[src/rtl/instr_fetch_unit_pkg.sv]
// Shared fetch definitions: PCSrc encodings (common with the control unit),
// FSM state type and instruction field positions.
package instr_fetch_unit_pkg;

    localparam logic [1:0] PCSRC_SEQ    = 2'b00;
    localparam logic [1:0] PCSRC_JUMP   = 2'b01;
    localparam logic [1:0] PCSRC_BRANCH = 2'b10;
    localparam logic [1:0] PCSRC_JR     = 2'b11;

    localparam int OPC_MSB  = 31;
    localparam int OPC_LSB  = 27;
    localparam int COND_MSB = 26;
    localparam int COND_LSB = 25;

    typedef enum logic [1:0] {
        S_IDLE  = 2'd0,
        S_FETCH = 2'd1,
        S_HOLD  = 2'd2
    } fetch_state_e;

endpackage

[src/rtl/instr_fetch_unit_if.sv]
// Bus bundle of the fetch unit: imem request/ack port, decode valid/ready port
// and the redirect port driven back by the control unit.
interface instr_fetch_unit_if #(
    parameter int ADDR_W = 16
);
    // imem: imem_req is held with a stable imem_addr until the single-cycle imem_ack;
    // decode: a word transfers on a cycle where instr_valid & instr_ready are both high.
    logic              imem_req;
    logic [ADDR_W-1:0] imem_addr;
    logic              imem_ack;
    logic [31:0]       imem_rdata;
    logic              instr_valid;
    logic              instr_ready;
    logic [31:0]       instr;
    logic [ADDR_W-1:0] instr_pc;
    logic [ADDR_W-1:0] pc_plus1;
    logic [4:0]        opcode;
    logic [1:0]        cond;
    logic              redirect_valid;
    logic [1:0]        pc_src;
    logic [ADDR_W-1:0] jump_target;
    logic [ADDR_W-1:0] branch_target;
    logic [ADDR_W-1:0] jr_target;

    modport master (
        output imem_req, imem_addr, instr_valid, instr, instr_pc, pc_plus1, opcode, cond,
        input  imem_ack, imem_rdata, instr_ready,
        input  redirect_valid, pc_src, jump_target, branch_target, jr_target
    );

    modport slave (
        input  imem_req, imem_addr, instr_valid, instr, instr_pc, pc_plus1, opcode, cond,
        output imem_ack, imem_rdata, instr_ready,
        output redirect_valid, pc_src, jump_target, branch_target, jr_target
    );

endinterface

[src/rtl/fetch_next_pc.sv]
// Next-PC selection: a redirect with a non-sequential pc_src picks its target,
// otherwise the sequential pc+1 (modulo 2^ADDR_W).
module fetch_next_pc
    import instr_fetch_unit_pkg::*;
#(
    parameter int ADDR_W = 16
) (
    input  logic              redirect_valid,
    input  logic [1:0]        pc_src,
    input  logic [ADDR_W-1:0] jump_target,
    input  logic [ADDR_W-1:0] branch_target,
    input  logic [ADDR_W-1:0] jr_target,
    input  logic [ADDR_W-1:0] pc,
    output logic              redirect,
    output logic [ADDR_W-1:0] next_pc
);

    always_comb begin
        redirect = redirect_valid && (pc_src != PCSRC_SEQ);
        next_pc  = pc + ADDR_W'(1);
        if (redirect_valid) begin
            case (pc_src)
                PCSRC_JUMP:   next_pc = jump_target;
                PCSRC_BRANCH: next_pc = branch_target;
                PCSRC_JR:     next_pc = jr_target;
                default:      next_pc = pc + ADDR_W'(1);
            endcase
        end
    end

endmodule

[src/rtl/instr_fetch_unit.sv]
// Instruction fetch stage: owns the PC, keeps one imem fetch in flight and hands words to decode.
// Optional FETCH_PERF_CNT_EN adds perf_fetched / perf_discarded counters.
module instr_fetch_unit
    import instr_fetch_unit_pkg::*;
#(
    parameter int                ADDR_W   = 16,
    parameter logic [ADDR_W-1:0] RESET_PC = '0
) (
    input  logic               clk,
    input  logic               reset,
    instr_fetch_unit_if.master bus,
    output fetch_state_e       dbg_state
`ifdef FETCH_PERF_CNT_EN
    ,
    output logic [31:0]        perf_fetched,
    output logic [31:0]        perf_discarded
`endif
);

    fetch_state_e      state_q, state_d;
    logic [ADDR_W-1:0] pc_q, pc_d;
    logic [ADDR_W-1:0] req_addr_q, req_addr_d;
    logic              discard_q, discard_d;
    logic [31:0]       instr_q, instr_d;
    logic [ADDR_W-1:0] instr_pc_q, instr_pc_d;
    logic              redirect;
    logic [ADDR_W-1:0] next_pc;

    fetch_next_pc #(.ADDR_W(ADDR_W)) u_next_pc (
        .redirect_valid (bus.redirect_valid),
        .pc_src         (bus.pc_src),
        .jump_target    (bus.jump_target),
        .branch_target  (bus.branch_target),
        .jr_target      (bus.jr_target),
        .pc             (pc_q),
        .redirect       (redirect),
        .next_pc        (next_pc)
    );

    // In S_HOLD pc_q still equals instr_pc_q, so next_pc doubles as the sequential successor.
    always_comb begin
        state_d    = state_q;
        pc_d       = pc_q;
        req_addr_d = req_addr_q;
        discard_d  = discard_q;
        instr_d    = instr_q;
        instr_pc_d = instr_pc_q;
        unique case (state_q)
            S_IDLE: begin
                state_d    = S_FETCH;
                discard_d  = 1'b0;
                pc_d       = redirect ? next_pc : pc_q;
                req_addr_d = redirect ? next_pc : pc_q;
            end
            S_FETCH: begin
                if (bus.imem_ack) begin
                    if (discard_q || redirect) begin
                        discard_d  = 1'b0;
                        pc_d       = redirect ? next_pc : pc_q;
                        req_addr_d = redirect ? next_pc : pc_q;
                    end else begin
                        instr_d    = bus.imem_rdata;
                        instr_pc_d = req_addr_q;
                        state_d    = S_HOLD;
                    end
                end else if (redirect) begin
                    // The outstanding request must still complete; its data is dropped later.
                    pc_d      = next_pc;
                    discard_d = 1'b1;
                end
            end
            S_HOLD: begin
                if (redirect || bus.instr_ready) begin
                    pc_d       = next_pc;
                    req_addr_d = next_pc;
                    state_d    = S_FETCH;
                end
            end
            default: state_d = S_IDLE;
        endcase
    end

    always_ff @(posedge clk) begin
        if (reset) begin
            state_q    <= S_IDLE;
            pc_q       <= RESET_PC;
            req_addr_q <= RESET_PC;
            discard_q  <= 1'b0;
            instr_q    <= '0;
            instr_pc_q <= RESET_PC;
        end else begin
            state_q    <= state_d;
            pc_q       <= pc_d;
            req_addr_q <= req_addr_d;
            discard_q  <= discard_d;
            instr_q    <= instr_d;
            instr_pc_q <= instr_pc_d;
        end
    end

    assign bus.imem_req    = (state_q == S_FETCH);
    assign bus.imem_addr   = req_addr_q;
    assign bus.instr_valid = (state_q == S_HOLD);
    assign bus.instr       = instr_q;
    assign bus.instr_pc    = instr_pc_q;
    assign bus.pc_plus1    = instr_pc_q + ADDR_W'(1);
    assign bus.opcode      = instr_q[OPC_MSB:OPC_LSB];
    assign bus.cond        = instr_q[COND_MSB:COND_LSB];
    assign dbg_state       = state_q;

`ifdef FETCH_PERF_CNT_EN
    logic [31:0] perf_fetched_q, perf_fetched_d;
    logic [31:0] perf_discarded_q, perf_discarded_d;
    logic        accept, drop_ack, kill_held;

    // A held word accepted in the same cycle as a redirect counts as delivered, not killed.
    always_comb begin
        accept           = (state_q == S_HOLD) && bus.instr_ready;
        drop_ack         = (state_q == S_FETCH) && bus.imem_ack && (discard_q || redirect);
        kill_held        = (state_q == S_HOLD) && redirect && !bus.instr_ready;
        perf_fetched_d   = perf_fetched_q + 32'(accept);
        perf_discarded_d = perf_discarded_q + 32'(drop_ack || kill_held);
    end

    always_ff @(posedge clk) begin
        if (reset) begin
            perf_fetched_q   <= '0;
            perf_discarded_q <= '0;
        end else begin
            perf_fetched_q   <= perf_fetched_d;
            perf_discarded_q <= perf_discarded_d;
        end
    end

    assign perf_fetched   = perf_fetched_q;
    assign perf_discarded = perf_discarded_q;
`endif

endmodule

[src/flat_wrapper.sv]
// flat-port wrapper written by rule: the top's interface ports become plain ports
module instr_fetch_unit_flat import instr_fetch_unit_pkg::*;
#(
    parameter int                ADDR_W   = 16,
    parameter logic [ADDR_W-1:0] RESET_PC = '0
)
  (clk, reset, dbg_state, bus_imem_req, bus_imem_addr, bus_instr_valid, bus_instr, bus_instr_pc, bus_pc_plus1, bus_opcode, bus_cond, bus_imem_ack, bus_imem_rdata, bus_instr_ready, bus_redirect_valid, bus_pc_src, bus_jump_target, bus_branch_target, bus_jr_target);
  instr_fetch_unit_if #(.ADDR_W(ADDR_W)) bus_i ();
  input  logic clk;
  input  logic reset;
  output fetch_state_e dbg_state;
  output wire logic [$bits(bus_i.imem_req)-1:0] bus_imem_req;
  output wire logic [$bits(bus_i.imem_addr)-1:0] bus_imem_addr;
  output wire logic [$bits(bus_i.instr_valid)-1:0] bus_instr_valid;
  output wire logic [$bits(bus_i.instr)-1:0] bus_instr;
  output wire logic [$bits(bus_i.instr_pc)-1:0] bus_instr_pc;
  output wire logic [$bits(bus_i.pc_plus1)-1:0] bus_pc_plus1;
  output wire logic [$bits(bus_i.opcode)-1:0] bus_opcode;
  output wire logic [$bits(bus_i.cond)-1:0] bus_cond;
  input wire logic [$bits(bus_i.imem_ack)-1:0] bus_imem_ack;
  input wire logic [$bits(bus_i.imem_rdata)-1:0] bus_imem_rdata;
  input wire logic [$bits(bus_i.instr_ready)-1:0] bus_instr_ready;
  input wire logic [$bits(bus_i.redirect_valid)-1:0] bus_redirect_valid;
  input wire logic [$bits(bus_i.pc_src)-1:0] bus_pc_src;
  input wire logic [$bits(bus_i.jump_target)-1:0] bus_jump_target;
  input wire logic [$bits(bus_i.branch_target)-1:0] bus_branch_target;
  input wire logic [$bits(bus_i.jr_target)-1:0] bus_jr_target;
  assign bus_imem_req = bus_i.imem_req;
  assign bus_imem_addr = bus_i.imem_addr;
  assign bus_instr_valid = bus_i.instr_valid;
  assign bus_instr = bus_i.instr;
  assign bus_instr_pc = bus_i.instr_pc;
  assign bus_pc_plus1 = bus_i.pc_plus1;
  assign bus_opcode = bus_i.opcode;
  assign bus_cond = bus_i.cond;
  assign bus_i.imem_ack = bus_imem_ack;
  assign bus_i.imem_rdata = bus_imem_rdata;
  assign bus_i.instr_ready = bus_instr_ready;
  assign bus_i.redirect_valid = bus_redirect_valid;
  assign bus_i.pc_src = bus_pc_src;
  assign bus_i.jump_target = bus_jump_target;
  assign bus_i.branch_target = bus_branch_target;
  assign bus_i.jr_target = bus_jr_target;
  instr_fetch_unit #(.ADDR_W(ADDR_W), .RESET_PC(RESET_PC)) u_core (.clk(clk), .reset(reset), .bus(bus_i), .dbg_state(dbg_state));
endmodule
[config.mk]
export PLATFORM = sky130hd
export DESIGN_NAME = instr_fetch_unit_flat
export DESIGN_NICKNAME = d
export VERILOG_FILES = /design/src/rtl/instr_fetch_unit_pkg.sv /design/src/rtl/instr_fetch_unit_if.sv /design/src/rtl/fetch_next_pc.sv /design/src/rtl/instr_fetch_unit.sv /design/src/flat_wrapper.sv
export SDC_FILE = /design/constraint.sdc
export NUM_CORES = 1
export LEC_CHECK = 0
export ABC_AREA = 1
export CAP_MARGIN = 20
export CORE_UTILIZATION = 46
export DETAILED_ROUTE_END_ITERATION = 8
export HOLD_SLACK_MARGIN = 0.08
export PLACE_DENSITY = 0.86
export SYNTH_ARGS = -nofsm -noshare
export SYNTH_HDL_FRONTEND = slang
export SYNTH_SLANG_ARGS = --single-unit
[constraint.sdc]
create_clock -name clk -period 4.6 [get_ports clk]
set_input_delay 0.46 -clock clk [delete_from_list [all_inputs] [get_ports clk]]
set_output_delay 0.46 -clock clk [all_outputs]
set_load 0.005 [all_outputs]
Yosys cells after proc, flatten, opt, wreduce, memory -nomap -nowiden. Cells that the tools add are included.

Eq/ne operators: 11. Bitwise operators: 1. Add/sub/neg operators: 2. Reduce and logical (&&, ||, !) cells: 12. Muxes and demuxes: 17.

Operator list (number): 16-bit one-hot mux with 3 select lines (3); 16-bit two-way mux (6); 16-bit by 1-bit adder with 16-bit output, second input constant (2); 3-bit AND reduction (4); 2-bit equality test, second input constant (3); 2-bit two-way mux (3); 2-bit by 1-bit != test with 1-bit output, second input constant (3); 2-bit one-hot mux with 3 select lines (1); 2-bit by 1-bit equality test with 1-bit output, second input constant (2); 4-bit AND reduction (1); 2-bit nonzero test (2); 1-bit two-way mux (3); 3-bit by 1-bit != test with 1-bit output, second input constant (1); 3-bit by 2-bit != test with 1-bit output, second input constant (1); 3-bit nonzero test (1); 2-bit logical NOT (1); 1-bit logical OR (2); 2-bit != test, second input constant (1); 1-bit one-hot mux with 2 select lines (1); 1-bit logical AND (1); 1-bit NOT (1).

Flip-flop bits (word level): 83. Input bits: 87.

Depth between registers and ports, before layout.
Depth after elaboration: 7. Depth in mapped cells: 12. Gate-level depth less buffers: 12.

By module. Synthesis repeated with hierarchy kept, for this count alone.

Cell total of the unflattened synthesis: 757. Area total of the unflattened synthesis: 4840.9 um^2.

By module, submodules not included: instr_fetch_unit (times used 1, sequential area each 1661.6 um^2, area each 3985.1 um^2, cells an instance 573); fetch_next_pc (times used 1, sequential area each 0.0 um^2, area each 855.8 um^2, cells an instance 184).

Worst setup path after synthesis. Ideal clock, no wire load.

Path type: register to output. Start point: reg u_core.instr_pc_q[0] (netlist: u_core.bus.instr_pc[0]). End point: out bus_pc_plus1[12]. Arrival time: 1.479 ns. Cell stages (with the launch flop): 8. Path buffers: 0. Setup slack: 2.661 ns. Cell sequence: dfxtp_1 ha_1 nand2_1 nor3_1 nand2_1 nor3_1 nand2_1 xor2_1.

Cells in the longest elaborated chain, start to end: 1.

Ends and longest elaborated chain: start: declaration (line instr_fetch_unit.sv:25) `logic [ADDR_W-1:0] instr_pc_q, instr_pc_d;`; start signal: assignment (line instr_fetch_unit.sv:97) `instr_pc_q <= instr_pc_d;`; 16-bit by 1-bit adder with 16-bit output (line instr_fetch_unit.sv:106) `assign bus.pc_plus1 = instr_pc_q + ADDR_W'(1);`; end: declaration (line flat_wrapper.sv:17) `output wire logic [$bits(bus_i.pc_plus1)-1:0] bus_pc_plus1;`.

No other way between the ends.

Worst setup path in the final report.
Start point: reg u_core.instr_pc_q[1] (netlist: u_core.bus.instr_pc[1]). End point: out bus_pc_plus1[14].

Same word-level chain as after synthesis.

==> metrics.md <==
| Metric | Value |
|---|---|
| Status | `finished, violations left` |
| Failing checks | `DRC` |
| CTS Buffer Depth | `2` |
| Compound-Gate Fraction of Synth Area | `14.64%` |
| Critical Path RT | `4.14 ns` |
| Post-cts hold buffer count | `0` |
| Clk sinks | `83` |
| Fmax | `331.7 MHz` |
| Switch Pwr | `0.0005121 W` |
| PD cells | `294.2 nW/um^2` |
| Post-CTS Setup Inserts | `0` |
| Worst Clk Skew | `0.01695 ns` |
| Max_cap viols | `0` |
| Pre-antenna DRT Iters | `7` |
| Critical R2R Launch | `u_core.dbg_state[0]` |
| Placed cell areas | `5942 sq um` |
| Least-Margin Pin Slew | `1.056 ns` |
| CP Capture Point | `bus_pc_plus1[14]` |
| Initial Util | `47.95%` |
| Mux contribution to synthesized area | `0%` |
| Unrepaired setup endpoints after global routing | `false` |
| CTS root buffer | `clkbuf_8` |
| Most used flip-flop cell after synthesis | `dfxtp_1` |
| PostCTS Resize Cnt | `0` |
| Final net count | `876` |
| CP dominant cell by count | `nand2_1` |
| Comb pwr share | `21.8%` |
| Hold/Removal Path Class | `reg -> reg` |
| Final hold vios | `0` |
| Post-DRT Antenna Nets | `0` |
| R2R setup slack | `2.12 ns` |
| Drt via density | `5.191` |
| Vias in the first global route | `4,670` |
| ANT cells | `0` |
| First-pass GRT wire length | `21,210 um` |
| Setup crit start | `u_core.bus.instr_pc[1]` |
| Yosys top cell area share | `39.35%` |
| WL/cell | `14.46 um` |
| Num ports | `178` |
| Final TNS setup | `0 ns` |
| Top delay family on crit path | `simple AND/OR/NAND/NOR gates` |
| Critical path depth | `8` |
| Vias post-DR | `4,672` |
| Crit end category | `output port` |
| Core region area | `8806 sq um` |
| Fin. max-slew vios | `0` |
| Post-synthesis sequential area ratio | `39.35%` |
| Synthesis-to-layout area growth | `46.25%` |
| Most common cell after layout, fill and taps aside | `nand2_1` |
| Area contributors post-synth | `dfxtp_1, nand2_1, a21oi_1` |
| Clock Power Share | `33.4%` |
| Clk_lat worst skew | `0.35 ns` |
| Rows | `34` |
| Syn_nets | `720` |
| EDFF count, synth | `0` |
| Synth warnings | `0` |
| TritonCTS buffer count | `9` |
| Adder-cell share of the synthesized area | `0.5926%` |
| Most frequent cells in the layout | `nand2_1, clkdlybuf4s50_1, dfxtp_1` |
| Net switching fraction of the power | `28.19%` |
| Initial antenna violation count | `0` |
| Period utilization | `65.54%` |
| CP bufs+invs | `1` |
| CP Cell Sequence | `ha_1 -> nand2_1 -> nor3_1 -> nand2_1 -> nor3_1 -> nand2_1 -> xor2_1 -> clkdlybuf4s50_1` |
| Final setup vio count | `0` |
| WS Path Type | `reg -> out` |
| GRT Util Overall | `27.40%` |
| Post-Synth Simple-Gate Area | `33.30%` |
| Mean Syn Cell Area | `6.692 sq um` |
| CTS tree | `done` |
| Final WL | `13,020 um` |
| FILL cells | `741` |
| Placed wire-length estimate | `9769 um` |
| Synth unique cells | `33` |
| Die Area | `9567 sq um` |
| Worst-path clk slew | `0.09 ns` |
| Die Height | `97.81 um` |
| Arr. time, crit path | `2.56 ns` |
| Largest family of logic cells by synthesized area | `simple AND/OR/NAND/NOR gates` |
| Crit path time final | `3.015 ns` |
| Xor/xnor share of the synthesized area | `2.904%` |
| Largest net degree at the start of global routing | `63` |
| Hold Crit Start | `u_core.bus.instr[10]` |
| Int Pwr | `0.001305 W` |
| Startpoint types | `flop` |
| Post-synth top area cell | `dfxtp_1` |
| Initial DRC count | `252` |
| Port Buf Inserts | `177` |
| Sequential share of power | `44.8%` |
| Max FO, Critical Path | `4` |
| VDD IR max | `180.1 uV` |
| Reg2reg end | `u_core.pc_q[12]` |
| Synth async-reset ratio | `0%` |
| Drt drc | `22` |
| Headroom to the max-slew limit | `29.32%` |
| Cells after Synth | `631` |
| Max incr delay on CP | `0.52 ns` |
| Die X | `97.81 um` |
| CP max-delay cell | `clkdlybuf4s50_1` |
| Design area | `6176 sq um` |
| Share of cells above drive strength 1 | `4.040%` |
| Cell area after synthesis | `4223 sq um` |
| H-tree levels | `3` |
| Seq cells post-synth | `83` |
| R2r worst-path depth | `9` |
| GPL Wtd Cong | `0.9215` |
| GRT overflow | `0` |
| Static leakage | `2.459 nW` |
-- per-layer routing --
metal	global-route usage (%)	part of all wire, %
met1	32.18	41
met2	48.94	51
met3	4.080	4.7
met4	13.17	2.9
met5	0	0
-- kinds of logic after synthesis --
logic type,after synthesis
compound gates,118
xor+xnor,14
buf+inv,84
simple gates,330
flops,83
fa+ha+maj,2
-- synthesized netlist by cell type, drive strengths merged, types with 2 or more instances --
| library cell | count |
|---|---|
| buf | 22 |
| ha | 2 |
| dfxtp | 83 |
| nand3 | 47 |
| nand2 | 207 |
| inv | 49 |
| nand3b | 2 |
| nand4 | 5 |
| a21oi | 78 |
| xor2 | 14 |
| o21ai | 29 |
| clkbuf | 13 |
| nor3 | 8 |
| o21bai | 7 |
| nor2 | 59 |
-- power groups by stage --
stage                     registers [W]  logic [W]  clock network (W)
after global placement         0.000827   0.000383                  0
after floorplan                0.000824   0.000186                  0
after global routing           0.000821   0.000433           0.000654
after CTS                      0.000813   0.000396           0.000613
final                          0.000814   0.000396           0.000607
after detailed placement       0.000829   0.000393                  0
-- stage by stage --
step	cells	power, W	setup WS (ns)	utilization, %	hold WS, ns
5_1_grt	900	0.001908	1.396	70.13	0.4871
3_5_place_dp	884	0.001222	1.392	67.48	0.4553
2_1_floorplan	631	0.001009	2.661	-	0.4608
3_3_place_gp	884	0.001209	1.474	67.48	0.4515
6_report	900	0.001817	1.585	70.13	0.4679
4_1_cts	900	0.001822	1.563	70.13	0.4693
-- final cells by class --
type                            count  area, sq um  area share [%]
Multi-Input combinational cell    464         2172           35.17
Sequential cell                    83         1662           26.90
Inverter                           49        183.9           2.978
Clock buffer                       10        137.6           2.229
Timing Repair Buffer              180         1789           28.97
Tap cell                          108        135.1           2.188
Clock inverter                      6        96.34           1.560
-- worst reg2reg max path, stage by stage, from the launching register on --
cell and delay, ns:
dfxtp_1 0.38, inv_1 0.10, nor2_2 0.19, nand3_4 0.51
inv_2 0.78, nor2_8 0.15, nor2_1 0.13, nor2_1 0.05
nand2_1 0.08, inv_1 0.03
-- flip-flops by register name, indices dropped and copies added (netlist names) --
register              cells
u_core.bus.instr         32
u_core.bus.imem_addr     16
u_core.bus.instr_pc      16
u_core.pc_q              16
u_core.dbg_state          2
u_core.discard_q          1
-- how the worst min path moves through the flow --
stage | depth (start not counted) | end | slack [ns]
2_1_floorplan | 2 | u_core.bus.instr[0] | 0.46
3_3_place_gp | 2 | u_core.bus.instr[1] | 0.45
3_5_place_dp | 2 | u_core.bus.instr[14] | 0.46
4_1_cts | 2 | u_core.bus.instr[10] | 0.47
5_1_grt | 2 | u_core.bus.instr[10] | 0.49
6_report | 2 | u_core.bus.instr[10] | 0.47
Note: power is estimated with default switching activity, not from simulation.
